$ cat config.mk
export PLATFORM = sky130hd
export DESIGN_NAME = execute_cycle_flat
export DESIGN_NICKNAME = d
export VERILOG_FILES = /design/src/rtl/execute_cycle_pkg.sv /design/src/rtl/execute_cycle_if.sv /design/src/rtl/execute_cycle_alu.sv /design/src/rtl/execute_cycle.sv /design/src/flat_wrapper.sv
export SDC_FILE = /design/constraint.sdc
export NUM_CORES = 1
export LEC_CHECK = 0
export ABC_CLOCK_PERIOD_IN_PS = 11200
export CORE_MARGIN = 2
export CORE_UTILIZATION = 25
export CTS_CLUSTER_DIAMETER = 100
export DETAILED_ROUTE_END_ITERATION = 10
export PLACE_DENSITY = 0.52
export SYNTH_ARGS = -nofsm -noshare
export SYNTH_HDL_FRONTEND = slang
export SYNTH_SLANG_ARGS = --single-unit
$ cat constraint.sdc
create_clock -name clk_i -period 11.2 [get_ports clk_i]
set_input_delay 2.24 -clock clk_i [delete_from_list [all_inputs] [get_ports clk_i]]
set_output_delay 2.24 -clock clk_i [all_outputs]
set_load 0.005 [all_outputs]
$ cat src/rtl/execute_cycle_pkg.sv
// Shared RV32I pipeline types: ID/EX and EX/MEM control bundles, ALU and branch opcodes.
package execute_cycle_pkg;

  typedef enum logic [3:0] {
    ALU_ADD  = 4'd0,
    ALU_SUB  = 4'd1,
    ALU_SLL  = 4'd2,
    ALU_SLT  = 4'd3,
    ALU_SLTU = 4'd4,
    ALU_XOR  = 4'd5,
    ALU_SRL  = 4'd6,
    ALU_SRA  = 4'd7,
    ALU_OR   = 4'd8,
    ALU_AND  = 4'd9,
    ALU_LUI  = 4'd10
  } alu_ctrl_e;

  localparam logic [2:0] BRU_EQ   = 3'b000;
  localparam logic [2:0] BRU_NE   = 3'b001;
  localparam logic [2:0] BRU_JAL  = 3'b010;
  localparam logic [2:0] BRU_JALR = 3'b011;
  localparam logic [2:0] BRU_LT   = 3'b100;
  localparam logic [2:0] BRU_GE   = 3'b101;

  localparam logic [1:0] FWD_W = 2'b01;
  localparam logic [1:0] FWD_M = 2'b10;

  typedef struct packed {
    alu_ctrl_e   alu_ctrl;
    logic        is_pc;
    logic        op_b_sel;
    logic [31:0] imm;
    logic        bru_en;
    logic [2:0]  bru_op;
    logic        bru_unsign;
    logic        rd_wren;
    logic [4:0]  rd_addr;
    logic        mem_wren;
    logic [1:0]  mem_size;
    logic        mem_unsign;
    logic        mem_load;
  } execute_info;

  typedef struct packed {
    logic        rd_wren;
    logic [4:0]  rd_addr;
    logic        mem_wren;
    logic [1:0]  mem_size;
    logic        mem_unsign;
    logic        mem_load;
  } memory_info;

endpackage

$ cat src/rtl/execute_cycle_if.sv
// ID/EX and EX/MEM pipeline bundle seen by the execute stage.
// master: surrounding pipeline (drives ID/EX, consumes EX/MEM); slave: execute stage.
interface execute_cycle_if #(parameter int XLEN = 32);
  import execute_cycle_pkg::*;

  execute_info           execute_signals;
  logic [XLEN-1:0]       rs1_data_E;
  logic [XLEN-1:0]       rs2_data_E;
  logic [XLEN-1:0]       pc_E;

  memory_info            memory_signals;
  logic [XLEN-1:0]       alu_result_M;
  logic [XLEN-1:0]       store_data_M;
  logic [XLEN-1:0]       pc_M;

  modport master (
    output execute_signals, rs1_data_E, rs2_data_E, pc_E,
    input  memory_signals, alu_result_M, store_data_M, pc_M
  );

  modport slave (
    input  execute_signals, rs1_data_E, rs2_data_E, pc_E,
    output memory_signals, alu_result_M, store_data_M, pc_M
  );
endinterface

$ cat src/rtl/execute_cycle_alu.sv
// Combinational RV32I integer ALU; shift amount is b[4:0], arithmetic wraps.
module execute_cycle_alu
  import execute_cycle_pkg::*;
#(
  parameter int XLEN = 32
) (
  input  logic [XLEN-1:0] a,
  input  logic [XLEN-1:0] b,
  input  alu_ctrl_e       alu_ctrl,
  output logic [XLEN-1:0] result
);

  logic [4:0] shamt;
  assign shamt = b[4:0];

  always_comb begin
    result = '0;
    case (alu_ctrl)
      ALU_ADD:  result = a + b;
      ALU_SUB:  result = a - b;
      ALU_SLL:  result = a << shamt;
      ALU_SLT:  result = XLEN'($signed(a) < $signed(b));
      ALU_SLTU: result = XLEN'(a < b);
      ALU_XOR:  result = a ^ b;
      ALU_SRL:  result = a >> shamt;
      ALU_SRA:  result = XLEN'($signed(a) >>> shamt);
      ALU_OR:   result = a | b;
      ALU_AND:  result = a & b;
      ALU_LUI:  result = b;
      default:  result = '0;
    endcase
  end

endmodule

$ cat src/rtl/execute_cycle.sv
// RV32I execute stage: forwarding, ALU, branch resolution, PC redirect, EX/MEM register
// and branch statistics counters.
module execute_cycle
  import execute_cycle_pkg::*;
#(
  parameter int XLEN  = 32,
  parameter int CNT_W = 32
) (
  input  logic             clk_i,
  input  logic             rst_ni,
  input  logic             stall_E,
  input  logic             flush_E,
  execute_cycle_if.slave   pipe,
  input  logic [1:0]       forward_a_E,
  input  logic [1:0]       forward_b_E,
  input  logic [XLEN-1:0]  rd_data_W,
  output logic [4:0]       rd_addr_E,
  output logic             rd_wren_E,
  output logic             mem_load_E,
  output logic             redirect_valid,
  output logic [XLEN-1:0]  redirect_pc,
  output logic [CNT_W-1:0] branch_cnt,
  output logic [CNT_W-1:0] taken_cnt
);

  execute_info     ex;
  logic [XLEN-1:0] rs1_fwd, rs2_fwd, imm_x, op_a, op_b, alu_y;
  logic [XLEN-1:0] jalr_sum, result_E;
  logic            is_eq, is_lt, taken, is_jump;
  memory_info      mem_d, mem_q;
  logic [XLEN-1:0] alu_result_q, store_data_q, pc_q;

  assign ex    = pipe.execute_signals;
  assign imm_x = XLEN'($signed(ex.imm));

  // Forward select 11 is unused and falls back to the ID/EX operand.
  always_comb begin
    case (forward_a_E)
      FWD_W:   rs1_fwd = rd_data_W;
      FWD_M:   rs1_fwd = alu_result_q;
      default: rs1_fwd = pipe.rs1_data_E;
    endcase
    case (forward_b_E)
      FWD_W:   rs2_fwd = rd_data_W;
      FWD_M:   rs2_fwd = alu_result_q;
      default: rs2_fwd = pipe.rs2_data_E;
    endcase
  end

  assign op_a = ex.is_pc    ? pipe.pc_E : rs1_fwd;
  assign op_b = ex.op_b_sel ? imm_x     : rs2_fwd;

  execute_cycle_alu #(.XLEN(XLEN)) u_alu (
    .a        (op_a),
    .b        (op_b),
    .alu_ctrl (ex.alu_ctrl),
    .result   (alu_y)
  );

  assign is_eq = (rs1_fwd == rs2_fwd);
  assign is_lt = ex.bru_unsign ? (rs1_fwd < rs2_fwd)
                               : ($signed(rs1_fwd) < $signed(rs2_fwd));

  always_comb begin
    taken = 1'b0;
    case (ex.bru_op)
      BRU_EQ:   taken = is_eq;
      BRU_NE:   taken = !is_eq;
      BRU_JAL:  taken = 1'b1;
      BRU_JALR: taken = 1'b1;
      BRU_LT:   taken = is_lt;
      BRU_GE:   taken = !is_lt;
      default:  taken = 1'b0;
    endcase
  end

  assign jalr_sum       = rs1_fwd + imm_x;
  assign redirect_pc    = (ex.bru_op == BRU_JALR) ? {jalr_sum[XLEN-1:1], 1'b0}
                                                  : pipe.pc_E + imm_x;
  assign redirect_valid = ex.bru_en && taken && !stall_E;

  assign is_jump  = ex.bru_en && ((ex.bru_op == BRU_JAL) || (ex.bru_op == BRU_JALR));
  assign result_E = is_jump ? pipe.pc_E + XLEN'(4) : alu_y;

  assign rd_addr_E  = ex.rd_addr;
  assign rd_wren_E  = ex.rd_wren;
  assign mem_load_E = ex.mem_load;

  always_comb begin
    mem_d            = '0;
    mem_d.rd_wren    = ex.rd_wren;
    mem_d.rd_addr    = ex.rd_addr;
    mem_d.mem_wren   = ex.mem_wren;
    mem_d.mem_size   = ex.mem_size;
    mem_d.mem_unsign = ex.mem_unsign;
    mem_d.mem_load   = ex.mem_load;
  end

  // Stall outranks flush so a held instruction is never lost to a bubble.
  always_ff @(posedge clk_i or negedge rst_ni) begin
    if (!rst_ni) begin
      mem_q        <= '0;
      alu_result_q <= '0;
      store_data_q <= '0;
      pc_q         <= '0;
    end else if (!stall_E) begin
      if (flush_E) begin
        mem_q        <= '0;
        alu_result_q <= '0;
        store_data_q <= '0;
        pc_q         <= '0;
      end else begin
        mem_q        <= mem_d;
        alu_result_q <= result_E;
        store_data_q <= rs2_fwd;
        pc_q         <= pipe.pc_E;
      end
    end
  end

  always_ff @(posedge clk_i or negedge rst_ni) begin
    if (!rst_ni) begin
      branch_cnt <= '0;
      taken_cnt  <= '0;
    end else if (!stall_E) begin
      if (ex.bru_en)      branch_cnt <= branch_cnt + CNT_W'(1);
      if (redirect_valid) taken_cnt  <= taken_cnt + CNT_W'(1);
    end
  end

  assign pipe.memory_signals = mem_q;
  assign pipe.alu_result_M   = alu_result_q;
  assign pipe.store_data_M   = store_data_q;
  assign pipe.pc_M           = pc_q;

endmodule

$ cat src/flat_wrapper.sv
// flat-port wrapper written by rule: the top's interface ports become plain ports
module execute_cycle_flat import execute_cycle_pkg::*;
#(
  parameter int XLEN  = 32,
  parameter int CNT_W = 32
)
  (clk_i, rst_ni, stall_E, flush_E, forward_a_E, forward_b_E, rd_data_W, rd_addr_E, rd_wren_E, mem_load_E, redirect_valid, redirect_pc, branch_cnt, taken_cnt, pipe_execute_signals, pipe_rs1_data_E, pipe_rs2_data_E, pipe_pc_E, pipe_memory_signals, pipe_alu_result_M, pipe_store_data_M, pipe_pc_M);
  execute_cycle_if #(.XLEN(XLEN)) pipe_i ();
  input  logic clk_i;
  input  logic rst_ni;
  input  logic stall_E;
  input  logic flush_E;
  input  logic [1:0] forward_a_E;
  input  logic [1:0] forward_b_E;
  input  logic [XLEN-1:0] rd_data_W;
  output logic [4:0] rd_addr_E;
  output logic rd_wren_E;
  output logic mem_load_E;
  output logic redirect_valid;
  output logic [XLEN-1:0] redirect_pc;
  output logic [CNT_W-1:0] branch_cnt;
  output logic [CNT_W-1:0] taken_cnt;
  input wire logic [$bits(pipe_i.execute_signals)-1:0] pipe_execute_signals;
  input wire logic [$bits(pipe_i.rs1_data_E)-1:0] pipe_rs1_data_E;
  input wire logic [$bits(pipe_i.rs2_data_E)-1:0] pipe_rs2_data_E;
  input wire logic [$bits(pipe_i.pc_E)-1:0] pipe_pc_E;
  output wire logic [$bits(pipe_i.memory_signals)-1:0] pipe_memory_signals;
  output wire logic [$bits(pipe_i.alu_result_M)-1:0] pipe_alu_result_M;
  output wire logic [$bits(pipe_i.store_data_M)-1:0] pipe_store_data_M;
  output wire logic [$bits(pipe_i.pc_M)-1:0] pipe_pc_M;
  assign pipe_i.execute_signals = pipe_execute_signals;
  assign pipe_i.rs1_data_E = pipe_rs1_data_E;
  assign pipe_i.rs2_data_E = pipe_rs2_data_E;
  assign pipe_i.pc_E = pipe_pc_E;
  assign pipe_memory_signals = pipe_i.memory_signals;
  assign pipe_alu_result_M = pipe_i.alu_result_M;
  assign pipe_store_data_M = pipe_i.store_data_M;
  assign pipe_pc_M = pipe_i.pc_M;
  execute_cycle #(.XLEN(XLEN), .CNT_W(CNT_W)) u_core (.clk_i(clk_i), .rst_ni(rst_ni), .stall_E(stall_E), .flush_E(flush_E), .pipe(pipe_i), .forward_a_E(forward_a_E), .forward_b_E(forward_b_E), .rd_data_W(rd_data_W), .rd_addr_E(rd_addr_E), .rd_wren_E(rd_wren_E), .mem_load_E(mem_load_E), .redirect_valid(redirect_valid), .redirect_pc(redirect_pc), .branch_cnt(branch_cnt), .taken_cnt(taken_cnt));
endmodule
==> metrics.md <==
| Metric | Value |
|---|---|
| R2R depth | 14 |
| Global-route wire length before repair | 180000 um |
| Total CTS buffers | 17 |
| Post-synthesis instance area | 22700 sq um |
| EDFF count, synth | 0 |
| Final WL | 126000 um |
| Fraction of layout instances using a drive strength above 1 | 5.64% |
| Shortest period the worst path allows | 10050 ps |
| Global-route usage over all layers | 26.0% |
| Buf+Inv Stages, Crit Path | 3 |
| Ys async rst share | 100% |
| Vias after detailed routing | 26080 |
| Final Hold Viols | 0 |
| Average routed wire per standard cell | 27.8 um |
| Post-CTS clock slew at the launch and capture registers of the worst setup and hold paths | 70 ps |
| Root Buffer | sky130_fd_sc_hd__clkbuf_16 |
| Critical path type | in2out |
| Worst supply voltage drop on vdd | 0.0992 mV |
| Initial cell density of the core | 25.2% |
| Post-layout worst setup margin | 1150 ps |
| Worst rel slew slack | 17.8% |
| Post-cts sizing count | 0 |
| Class of the most critical hold timing path | reg2reg |
| Height of the die | 305 um |
| Critical Path RT | 8960 ps |
| Synthesized Nets | 3439 |
| Hold-fix buffer count after cts | 0 |
| Remaining global-route overflow | 0 |
| Highest-count cells in the layout ignoring fill and taps | sky130_fd_sc_hd__clkdlybuf4s50_1 (395), sky130_fd_sc_hd__nand2_1 (333), sky130_fd_sc_hd__o21ai_0 (305) |
| Worst R2R Setup Slack | 5440 ps |
| Insertion delay of the later-clocked pin in the worst-skew pair | 480 ps |
| Worst reg2reg path endpoint | u_core.pipe.alu_result_M[22] |
| Worst clock skew | 16.6 ps |
| Clock H-tree levels | 4 |
| Post-DP HPWL | 101000 um |
| Final-stage net count | 3720 |
| Pin count of the biggest net entering global routing | 86 |
| Cell family with the largest share of critical-path delay | compound AO/OA/AOI/OAI gates |
| Core area | 90000 sq um |
| Horiz. Die Dim | 305 um |
| Arrival time of the worst setup path | 7810 ps |
| Most common library cell in the layout ignoring fill and taps | sky130_fd_sc_hd__clkdlybuf4s50_1 |
| Number of clock sinks | 171 |
| FF+latch area | 4280 sq um |
| Warnings, synthesis | 0 |
| Post-route fraction of the period consumed by the critical path | 89.7% |
| Ys flop type | sky130_fd_sc_hd__dfrtp_1 |
| Setup crit start kind | primary input |
| Ordered cell list for the critical path | clkdlybuf4s50_1 -> inv_1 -> ha_1 -> a22oi_1 -> o21ai_0 -> ha_1 -> nand4_1 -> or3_1 -> o21a_1 -> o2111ai_1 -> a21oi_1 -> o21ai_1 -> a21boi_0 -> a31oi_1 -> mux2i_1 -> nand4_1 -> xor2_1 -> clkdlybuf4s50_1 |
| F_max | 99.5 MHz |
| First-pass iteration count of the detailed router | 6 |
| Sequential-to-total area share from yosys stat | 18.9% |
| CTS tree | built |
| Pins Over Slew Limit | 0 |
| Post-synthesis cell type count | 88 |
| Postcts setup bufs | 0 |
| Worst-case setup slack after placement | 1260 ps |
| # placed instances | 4479 |
| Sum Neg Setup Slack | 0 ps |
| Final instance count without filler cells | 4516 |
| Leak pwr | 11.9 nW |
| Worst path depth | 18 |
| Fillers | 9755 |
| Worst-path cell with the longest stage delay | sky130_fd_sc_hd__ha_1 |
| Detail-routed via count per cell | 5.78 |
| Slew at the pin with the worst max-slew slack | 1200 ps |
| PnR Total Power | 0.00336 W |
| GP Congestion | 1.02 |
| Power per cell area | 118 nW/um^2 |
| Finish-stage setup viols | 0 |
| Final design area excluding fillers | 28400 sq um |
| Post-synthesis to final-layout area growth | 25.1% |
| Vias in the first global route | 24874 |
| Critical Path Source | forward_a_E[1] |
| Row cnt | 110 |
| Post-Syn Area per Cell | 7.46 sq um |
| RSZ-0062 raised after global routing | false |
| Maximum fanout count along the critical path | 16 |
| Number of input and output port buffers inserted | 400 |
| Iter 0 DRT Violations | 3035 |
| Die footprint | 93100 sq um |
| Total of max-cap violations | 0 |
| Number of antenna violations at the first check in global routing | 9 |
| Type of destination of the critical path | output pin |
| Multi-input gate area in the final layout | 16900 sq um |
| Critical path destination | redirect_pc[31] |
| Worst reg2reg startpoint | u_core.pipe.alu_result_M[1] |
| Number of nets with antenna violations after detailed routing | 0 |
| Mapped Cells | 3041 |
| Status | finished clean |
| Slowest cell delay on critical path | 810 ps |
| Clock tree buffer depth | 2 |
| Number of remaining DRC errors | 0 |
| # IOs | 401 |
| Flip-flop and latch count after synthesis | 171 |
| Area after DPL | 27800 sq um |
sequential cells by signal (all words and copies together) (netlist names):
name and count:
u_core.taken_cnt 32, u_core.pipe.store_data_M 32, u_core.pipe.alu_result_M 32, u_core.pipe.pc_M 32, u_core.branch_cnt 32, u_core.pipe.memory_signals 11
Yosys cell counts, types with 15 or more instances:
library cell / instances / area (sq um)
sky130_fd_sc_hd__nand2_1: 336 / 1260
sky130_fd_sc_hd__o21ai_0: 305 / 1530
sky130_fd_sc_hd__a21oi_1: 239 / 1200
sky130_fd_sc_hd__nor2_1: 232 / 871
sky130_fd_sc_hd__ha_1: 204 / 2550
sky130_fd_sc_hd__dfrtp_1: 171 / 4280
sky130_fd_sc_hd__inv_1: 149 / 559
sky130_fd_sc_hd__clkbuf_1: 125 / 469
sky130_fd_sc_hd__xnor2_1: 103 / 902
sky130_fd_sc_hd__mux2i_1: 100 / 1000
sky130_fd_sc_hd__nand2b_1: 67 / 419
sky130_fd_sc_hd__a21o_1: 58 / 435
sky130_fd_sc_hd__xor2_1: 55 / 482
sky130_fd_sc_hd__nor3_1: 53 / 265
sky130_fd_sc_hd__nand3_1: 50 / 250
sky130_fd_sc_hd__a221oi_1: 45 / 394
sky130_fd_sc_hd__a221o_1: 43 / 430
sky130_fd_sc_hd__buf_2: 43 / 215
sky130_fd_sc_hd__nand4_1: 37 / 231
sky130_fd_sc_hd__a22oi_1: 36 / 270
sky130_fd_sc_hd__o211ai_1: 34 / 255
sky130_fd_sc_hd__o21a_1: 33 / 248
sky130_fd_sc_hd__o31ai_1: 32 / 240
sky130_fd_sc_hd__a211oi_1: 29 / 218
sky130_fd_sc_hd__o22ai_1: 28 / 175
sky130_fd_sc_hd__o221ai_1: 26 / 228
sky130_fd_sc_hd__a31oi_1: 23 / 144
sky130_fd_sc_hd__nor3b_1: 23 / 173
sky130_fd_sc_hd__a22o_1: 21 / 184
sky130_fd_sc_hd__nor2b_1: 21 / 131
sky130_fd_sc_hd__buf_1: 20 / 75.1
sky130_fd_sc_hd__and3_1: 19 / 119
sky130_fd_sc_hd__o21bai_1: 19 / 143
sky130_fd_sc_hd__and2_1: 17 / 106
sky130_fd_sc_hd__nor4_2: 16 / 200
sky130_fd_sc_hd__o21ai_1: 15 / 75.1
kinds of logic (layout without fill, tap and decap cells):
logic type	count (synthesis)	in the layout	share of synthesized area [%]
DFF	171	171	18.9
AOI/OAI and AO/OA	1101	1101	32.1
other	0	5	0
muxes	111	111	5.03
xor gates and xnor gates	158	158	6.10
adders and majority gates	208	208	11.6
buffers and inverters	365	659	6.81
and+or+nand+nor	927	927	19.5
worst min-delay path by stage:
stage / start / end / cells after the start
final: u_core.pipe.memory_signals[3] / u_core.pipe.memory_signals[3] / 2
after global routing: u_core.branch_cnt[31] / u_core.branch_cnt[31] / 1
after detailed placement: u_core.pipe.pc_M[19] / u_core.pipe.pc_M[19] / 2
after floorplan: u_core.branch_cnt[31] / u_core.branch_cnt[31] / 1
after global placement: u_core.taken_cnt[31] / u_core.taken_cnt[31] / 1
after CTS: u_core.pipe.pc_M[19] / u_core.pipe.pc_M[19] / 2
where the power goes:
group / leakage [nW] / internal, W / total (W) / switching, W
Sequential: 2.24 / 0.000681 / 0.000776 / 0.0000946
Clock: 0.270 / 0.000303 / 0.000612 / 0.000310
Combinational: 9.38 / 0.000766 / 0.00197 / 0.00120
Total: 11.9 / 0.00175 / 0.00336 / 0.00161
layer usage:
metal | vias to the layer above | track usage, % | routed length (um)
met1 | 12604 | 33.4 | 51000
met2 | 1428 | 41.9 | 56700
met5 | - | 0 | 52
met4 | 8 | 12.1 | 6440
met3 | 281 | 5.21 | 11600
li1 | 11759 | - | -
worst register-to-register path: cells and delay by family, from the launching register on:
family,cells,cell delay [ps]
AOI/OAI and AO/OA,8,2570
adders and majority gates,1,360
buffers and inverters,1,570
DFF,1,570
and+or+nand+nor,4,1530
per-stage QoR:
step	utilization (%)	hold WS [ps]
after floorplan	-	465
final	31.5	482
after CTS	31.5	487
after global placement	30.9	455
after detailed placement	30.9	469
after global routing	31.5	512
final cells by class:
| class | count | area share (%) |
|---|---|---|
| tap | 1176 | 5.19 |
| sequential | 171 | 15.1 |
| timing repair buffer | 472 | 16.0 |
| clock buffer | 21 | 1.62 |
| clock inverter | 11 | 0.366 |
| antenna | 5 | 0.0441 |
| inverter | 155 | 2.07 |
| multi-input combinational | 2505 | 59.6 |
(Power assumes the default switching activity.)
